### src/rtl/casez_match_engine_if.sv
// Subject/result bus of the casez match engine: subject + mode/default in, result out.
// No storage of its own; valid/ready on both sides.
// The master drives subjects and out_ready; the slave (engine) drives in_ready and results.
interface casez_match_engine_if #(
    parameter int WIDTH = 4,
    parameter int RES_W = 8,
    parameter int IDX_W = 2
);
    logic             in_valid;
    logic             in_ready;
    logic [WIDTH-1:0] in_val;
    logic [WIDTH-1:0] in_zmask;
    logic             mode;
    logic [RES_W-1:0] default_res;
    logic             out_valid;
    logic             out_ready;
    logic [RES_W-1:0] out_res;
    logic             out_hit;
    logic [IDX_W-1:0] out_idx;

    modport master (
        output in_valid, in_val, in_zmask, mode, default_res, out_ready,
        input  in_ready, out_valid, out_res, out_hit, out_idx
    );

    modport slave (
        input  in_valid, in_val, in_zmask, mode, default_res, out_ready,
        output in_ready, out_valid, out_res, out_hit, out_idx
    );
endinterface

### src/rtl/casez_match_engine.sv
// Programmable priority pattern classifier with case / casez bit semantics.
// Latency 2 cycles from accept to out_valid, 1 result per cycle.
// out_valid & ~out_ready freezes both stages and drops in_ready; cfg writes never stall.
module casez_match_engine #(
    parameter int WIDTH   = 4,
    parameter int ENTRIES = 4,
    parameter int RES_W   = 8,
    parameter int IDX_W   = (ENTRIES > 1) ? $clog2(ENTRIES) : 1,
    parameter int CNT_W   = 16
) (
    input  logic                 clk,
    input  logic                 rst_n,
    casez_match_engine_if.slave  bus,
    input  logic                 cfg_we,
    input  logic [IDX_W-1:0]     cfg_idx,
    input  logic [WIDTH-1:0]     cfg_val,
    input  logic [WIDTH-1:0]     cfg_zmask,
    input  logic [RES_W-1:0]     cfg_res,
    input  logic                 cfg_en,
    output logic [CNT_W-1:0]     hit_cnt,
    output logic [CNT_W-1:0]     miss_cnt
);

    typedef struct packed {
        logic             en;
        logic [WIDTH-1:0] val;
        logic [WIDTH-1:0] zm;
        logic [RES_W-1:0] res;
    } entry_t;

    entry_t tbl_q [ENTRIES];
    entry_t tbl_d [ENTRIES];

    logic                            s1_vld_q, s1_vld_d;
    logic [ENTRIES-1:0]              s1_hit_q, s1_hit_d;
    logic [ENTRIES-1:0][RES_W-1:0]   s1_res_q, s1_res_d;
    logic [RES_W-1:0]                s1_def_q, s1_def_d;

    logic                            out_valid_q, out_valid_d;
    logic [RES_W-1:0]                out_res_q, out_res_d;
    logic                            out_hit_q, out_hit_d;
    logic [IDX_W-1:0]                out_idx_q, out_idx_d;
    logic [CNT_W-1:0]                hit_cnt_q, hit_cnt_d;
    logic [CNT_W-1:0]                miss_cnt_q, miss_cnt_d;

    logic                            stall;
    logic                            accept;
    logic [WIDTH-1:0]                bit_ok;
    logic [ENTRIES-1:0]              hit_now;
    logic                            win_hit;
    logic [IDX_W-1:0]                win_idx;
    logic [RES_W-1:0]                win_res;

    assign stall        = out_valid_q & ~bus.out_ready;
    assign accept       = bus.in_valid & ~stall;
    assign bus.in_ready = ~stall;
    assign bus.out_valid = out_valid_q;
    assign bus.out_res  = out_res_q;
    assign bus.out_hit  = out_hit_q;
    assign bus.out_idx  = out_idx_q;
    assign hit_cnt      = hit_cnt_q;
    assign miss_cnt     = miss_cnt_q;

    // Table write and match both look at tbl_q, so a same-cycle subject sees the old table.
    always_comb begin
        tbl_d   = tbl_q;
        bit_ok  = '0;
        hit_now = '0;
        for (int e = 0; e < ENTRIES; e++) begin
            if (cfg_we && cfg_idx == IDX_W'(e)) begin
                tbl_d[e] = '{en: cfg_en, val: cfg_val, zm: cfg_zmask, res: cfg_res};
            end
            if (bus.mode) begin
                bit_ok = tbl_q[e].zm | bus.in_zmask | ~(tbl_q[e].val ^ bus.in_val);
            end else begin
                bit_ok = ~(tbl_q[e].val ^ bus.in_val) & ~(tbl_q[e].zm ^ bus.in_zmask);
            end
            hit_now[e] = tbl_q[e].en & (&bit_ok);
        end
    end

    // Stage 1 snapshots the entry results too, so later table writes cannot leak in.
    always_comb begin
        s1_vld_d = s1_vld_q;
        s1_hit_d = s1_hit_q;
        s1_res_d = s1_res_q;
        s1_def_d = s1_def_q;
        if (!stall) begin
            s1_vld_d = accept;
            if (accept) begin
                s1_hit_d = hit_now;
                s1_def_d = bus.default_res;
                for (int e = 0; e < ENTRIES; e++) begin
                    s1_res_d[e] = tbl_q[e].res;
                end
            end
        end
    end

    always_comb begin
        win_hit = 1'b0;
        win_idx = '0;
        win_res = s1_def_q;
        for (int e = ENTRIES - 1; e >= 0; e--) begin
            if (s1_hit_q[e]) begin
                win_hit = 1'b1;
                win_idx = IDX_W'(e);
                win_res = s1_res_q[e];
            end
        end
    end

    always_comb begin
        out_valid_d = out_valid_q;
        out_res_d   = out_res_q;
        out_hit_d   = out_hit_q;
        out_idx_d   = out_idx_q;
        hit_cnt_d   = hit_cnt_q;
        miss_cnt_d  = miss_cnt_q;
        if (!stall) begin
            out_valid_d = s1_vld_q;
            if (s1_vld_q) begin
                out_res_d = win_res;
                out_hit_d = win_hit;
                out_idx_d = win_idx;
            end
        end
        if (out_valid_q && bus.out_ready) begin
            if (out_hit_q) begin
                if (hit_cnt_q != {CNT_W{1'b1}}) hit_cnt_d = hit_cnt_q + CNT_W'(1);
            end else begin
                if (miss_cnt_q != {CNT_W{1'b1}}) miss_cnt_d = miss_cnt_q + CNT_W'(1);
            end
        end
    end

    always_ff @(posedge clk or negedge rst_n) begin
        if (!rst_n) begin
            for (int e = 0; e < ENTRIES; e++) begin
                tbl_q[e] <= '0;
            end
            s1_vld_q    <= 1'b0;
            s1_hit_q    <= '0;
            s1_res_q    <= '0;
            s1_def_q    <= '0;
            out_valid_q <= 1'b0;
            out_res_q   <= '0;
            out_hit_q   <= 1'b0;
            out_idx_q   <= '0;
            hit_cnt_q   <= '0;
            miss_cnt_q  <= '0;
        end else begin
            tbl_q       <= tbl_d;
            s1_vld_q    <= s1_vld_d;
            s1_hit_q    <= s1_hit_d;
            s1_res_q    <= s1_res_d;
            s1_def_q    <= s1_def_d;
            out_valid_q <= out_valid_d;
            out_res_q   <= out_res_d;
            out_hit_q   <= out_hit_d;
            out_idx_q   <= out_idx_d;
            hit_cnt_q   <= hit_cnt_d;
            miss_cnt_q  <= miss_cnt_d;
        end
    end

endmodule

### src/flat_wrapper.sv
// flat-port wrapper written by rule: the top's interface ports become plain ports
module casez_match_engine_flat 
#(
    parameter int WIDTH   = 4,
    parameter int ENTRIES = 4,
    parameter int RES_W   = 8,
    parameter int IDX_W   = (ENTRIES > 1) ? $clog2(ENTRIES) : 1,
    parameter int CNT_W   = 16
)
  (clk, rst_n, cfg_we, cfg_idx, cfg_val, cfg_zmask, cfg_res, cfg_en, hit_cnt, miss_cnt, bus_in_valid, bus_in_val, bus_in_zmask, bus_mode, bus_default_res, bus_out_ready, bus_in_ready, bus_out_valid, bus_out_res, bus_out_hit, bus_out_idx);
  casez_match_engine_if #(.WIDTH(WIDTH), .RES_W(RES_W), .IDX_W(IDX_W)) bus_i ();
  input  logic clk;
  input  logic rst_n;
  input  logic cfg_we;
  input  logic [IDX_W-1:0] cfg_idx;
  input  logic [WIDTH-1:0] cfg_val;
  input  logic [WIDTH-1:0] cfg_zmask;
  input  logic [RES_W-1:0] cfg_res;
  input  logic cfg_en;
  output logic [CNT_W-1:0] hit_cnt;
  output logic [CNT_W-1:0] miss_cnt;
  input wire logic [$bits(bus_i.in_valid)-1:0] bus_in_valid;
  input wire logic [$bits(bus_i.in_val)-1:0] bus_in_val;
  input wire logic [$bits(bus_i.in_zmask)-1:0] bus_in_zmask;
  input wire logic [$bits(bus_i.mode)-1:0] bus_mode;
  input wire logic [$bits(bus_i.default_res)-1:0] bus_default_res;
  input wire logic [$bits(bus_i.out_ready)-1:0] bus_out_ready;
  output wire logic [$bits(bus_i.in_ready)-1:0] bus_in_ready;
  output wire logic [$bits(bus_i.out_valid)-1:0] bus_out_valid;
  output wire logic [$bits(bus_i.out_res)-1:0] bus_out_res;
  output wire logic [$bits(bus_i.out_hit)-1:0] bus_out_hit;
  output wire logic [$bits(bus_i.out_idx)-1:0] bus_out_idx;
  assign bus_i.in_valid = bus_in_valid;
  assign bus_i.in_val = bus_in_val;
  assign bus_i.in_zmask = bus_in_zmask;
  assign bus_i.mode = bus_mode;
  assign bus_i.default_res = bus_default_res;
  assign bus_i.out_ready = bus_out_ready;
  assign bus_in_ready = bus_i.in_ready;
  assign bus_out_valid = bus_i.out_valid;
  assign bus_out_res = bus_i.out_res;
  assign bus_out_hit = bus_i.out_hit;
  assign bus_out_idx = bus_i.out_idx;
  casez_match_engine #(.WIDTH(WIDTH), .ENTRIES(ENTRIES), .RES_W(RES_W), .IDX_W(IDX_W), .CNT_W(CNT_W)) u_core (.clk(clk), .rst_n(rst_n), .bus(bus_i), .cfg_we(cfg_we), .cfg_idx(cfg_idx), .cfg_val(cfg_val), .cfg_zmask(cfg_zmask), .cfg_res(cfg_res), .cfg_en(cfg_en), .hit_cnt(hit_cnt), .miss_cnt(miss_cnt));
endmodule
### config.mk
export PLATFORM = sky130hd
export DESIGN_NAME = casez_match_engine_flat
export DESIGN_NICKNAME = d
export VERILOG_FILES = /design/src/rtl/casez_match_engine_if.sv /design/src/rtl/casez_match_engine.sv /design/src/flat_wrapper.sv
export SDC_FILE = /design/constraint.sdc
export NUM_CORES = 1
export LEC_CHECK = 0
export CORE_ASPECT_RATIO = 1.2
export CORE_MARGIN = 8
export CORE_UTILIZATION = 40
export CTS_CLUSTER_DIAMETER = 120
export DETAILED_ROUTE_END_ITERATION = 10
export PLACE_DENSITY_LB_ADDON = 0.05
export SLEW_MARGIN = 20
export SYNTH_ARGS = -nofsm -noshare
export SYNTH_HDL_FRONTEND = slang
export SYNTH_SLANG_ARGS = --single-unit
### constraint.sdc
create_clock -name clk -period 4.1 [get_ports clk]
set_input_delay 0.82 -clock clk [delete_from_list [all_inputs] [get_ports clk]]
set_output_delay 0.82 -clock clk [all_outputs]
set_load 0.005 [all_outputs]
==> results.ini <==
[yosys]
synth.distinct_cells = 49
ys_seq_area_frac = 0.548
syn_nets = 628
ys_ff_latch = 157
async_flop_share = 1.00
syn_area_um2 = 7180
syn_avg_cell_area_um2 = 12.6
yosys.area.top_type_share = 0.548
synth_flop_cell = dfrtp_1
synthMostInstantiatedCell = dfrtp_1
yosysTopAreaCell = dfrtp_1
ys_warn_count = 0
synth_edf_count = 0
synthCells = 569
synth_commonest_cells = dfrtp_1, mux2_2, nand2_1
synth_top_cells_by_area = dfrtp_1, mux2_2, ha_1

[timing]
skew_ns = 0.00483
finalMaxSlewViolations = 0
rsz0062_at_grt = no
max_slew.worst_pin.slew_ns = 1.05
finalCritPeriodShare = 0.727
setup_tns_ns = 0
period_minus_slack_ns = 2.98
hold_viol_final = 0
relSlewSlack = 0.301
holdWs_ns = 0.440
finalSetupViolations = 0
fmax_ghz = 0.335

[detailed_routing]
via_per_inst = 5.28
wl_met3_um = 604
drt_first_pass_iters = 5
drc_errors = 0
wl_met2_um = 7840
wl_met1_um = 7450
antenna_left = 0
via_count = 4686
wl_per_cell_um = 18.1
topRoutingLayerUsed = met4
wirelength_um = 16100
drt_first_iter_violations = 228

[worst_setup_path]
cp_data_arrival_time_ns = 2.16
cpPeakStageDelay_ns = 0.56
cp_cell_sequence = clkdlybuf4s50_1 -> nand2b_1 -> clkdlybuf4s50_1
ff2ff_setup_slack_ns = 2.07
rr_startpoint = u_core.bus.out_valid
start_kind = primary input
required_ns = 3.28
rr_worst_depth = 5
endpoint_kind = output port
cp_max_fo = 6
setup.worst_path.class = primary input to output port
critPathTopFamily = buffers and inverters
critPathSlowestCell = clkdlybuf4s50_1
cpMostUsedCell = clkdlybuf4s50_1
cp_num_buf_inv = 2
rr_endpoint = u_core.s1_hit_q[0]

[clocking]
cts_setup_buffers = 0
cts_sinks = 157
root_buffer = clkbuf_16
cts_resized = 0
clkSlewWorstSetupHoldPaths_ns = 0.06
cts_max_level = 4
clk_latency_ns = 0.42
cts_buffer_depth = 2
cts_made_buffers = 17
holdBufCountCts = 0
cts_tree = built

[final_layout]
drive_gt1_frac = 0.222
design_area_um2 = 8870
fin_nets = 716
fin_cells = 888
nFillCells = 1505
post-route-util = 0.505
area_delta_synth_final_pct = 23.7
diodes = 0

[placed_design]
post-dp-hpwl_um = 11000
dp.cells = 858
place.gp.congestion = 0.794
dpl_cell_area_um2 = 8260
port_buffers = 85

[power]
irDropWorstVdd_v = 0.000270
pwr_density_cell_nw_per_um2 = 536
p_leak_nw = 3.79

[run]
max_cap_violations = 0

[grt]
grt_start_max_net_pins = 85
grt_overflow = 0
grt_pass1_wl_um = 27000
antenna_found_initial = 0
grt_usage = 0.150
grt_pass1_vias = 5085

[floorplan]
dieArea_um2 = 22500
die_h_um = 163
core-area_um2 = 17600
rows = 53
fp.dieW_um = 138
initial_utilization = 0.408
io_pins = 86

[worst_hold_path]
hp-class = primary input to asynchronous set/reset pin

[run_status]
status = complete, no violations

## flip-flops by register name, indices dropped and copies added (netlist names)
signal and flops:
u_core.s1_hit_q 4, u_core.hit_cnt 16, u_core.tbl_q 68, u_core.s1_res_q 32, u_core.bus.out_res 8, u_core.bus.out_hit 1
u_core.s1_vld_q 1, u_core.miss_cnt 16, u_core.s1_def_q 8, u_core.bus.out_idx 2, u_core.bus.out_valid 1
## placed cells by master (no fill, tap or decap), drive strengths merged, types with 9 or more instances in the layout
cell type,n
a211oi,9
inv,24
nand3,24
nand2b,11
xnor2,15
ha,18
mux2,108
clkdlybuf4s50,84
xor2,22
o211ai,9
nand4,14
a21oi,12
clkbuf,24
nand2,33
dfrtp,157
o21ai,10
## where the power goes
part | internal (W) | switching [W] | total, W
sequential | 0.00189 | 0.000259 | 0.00215
combinational | 0.000560 | 0.000389 | 0.000949
clock | 0.00106 | 0.000590 | 0.00165
total | 0.00351 | 0.00124 | 0.00475
## worst max path at each step
stage | endpoint | startpoint | depth (start not counted)
finish | bus_in_ready | bus_out_ready | 3
global route | bus_in_ready | bus_out_ready | 3
CTS | bus_in_ready | bus_out_ready | 3
detailed placement | u_core.s1_hit_q[0] | bus_out_ready | 6
global placement | bus_in_ready | bus_out_ready | 3
floorplan | u_core.s1_hit_q[0] | bus_in_zmask[0] | 6
## layout make-up
class,count,area (um^2),share of cell area
Tap cell,220,275,0.0310
Clock inverter,6,134,0.0151
Sequential cell,157,3930,0.443
Multi-Input combinational cell,365,3050,0.344
Clock buffer,24,482,0.0543
Inverter,25,93.8,0.0106
Timing Repair Buffer,91,910,0.103
## metal layers
metal,vias to the layer above,track usage
met2,112,0.250
li1,2216,-
met5,-,0
met1,2343,0.186
met4,0,0.0534
met3,15,0.0365
## logic make-up (layout without fill, tap and decap cells)
| logic type | after synthesis | in the layout | synth area share |
|---|---|---|---|
| DFF | 157 | 157 | 0.548 |
| and+or+nand+nor | 133 | 133 | 0.107 |
| muxes | 116 | 116 | 0.182 |
| AOI/OAI and AO/OA | 61 | 61 | 0.0584 |
| buffers and inverters | 47 | 146 | 0.0284 |
| xor gates and xnor gates | 37 | 37 | 0.0452 |
| adders and majority gates | 18 | 18 | 0.0314 |
## per-stage QoR
step                power (W)  setup WS [ns]
finish                0.00475           1.12
CTS                   0.00482           1.13
global route          0.00502           1.04
global placement      0.00311           1.17
floorplan             0.00265           1.99
detailed placement    0.00315           1.12
Note: power is estimated with default switching activity, not from simulation.
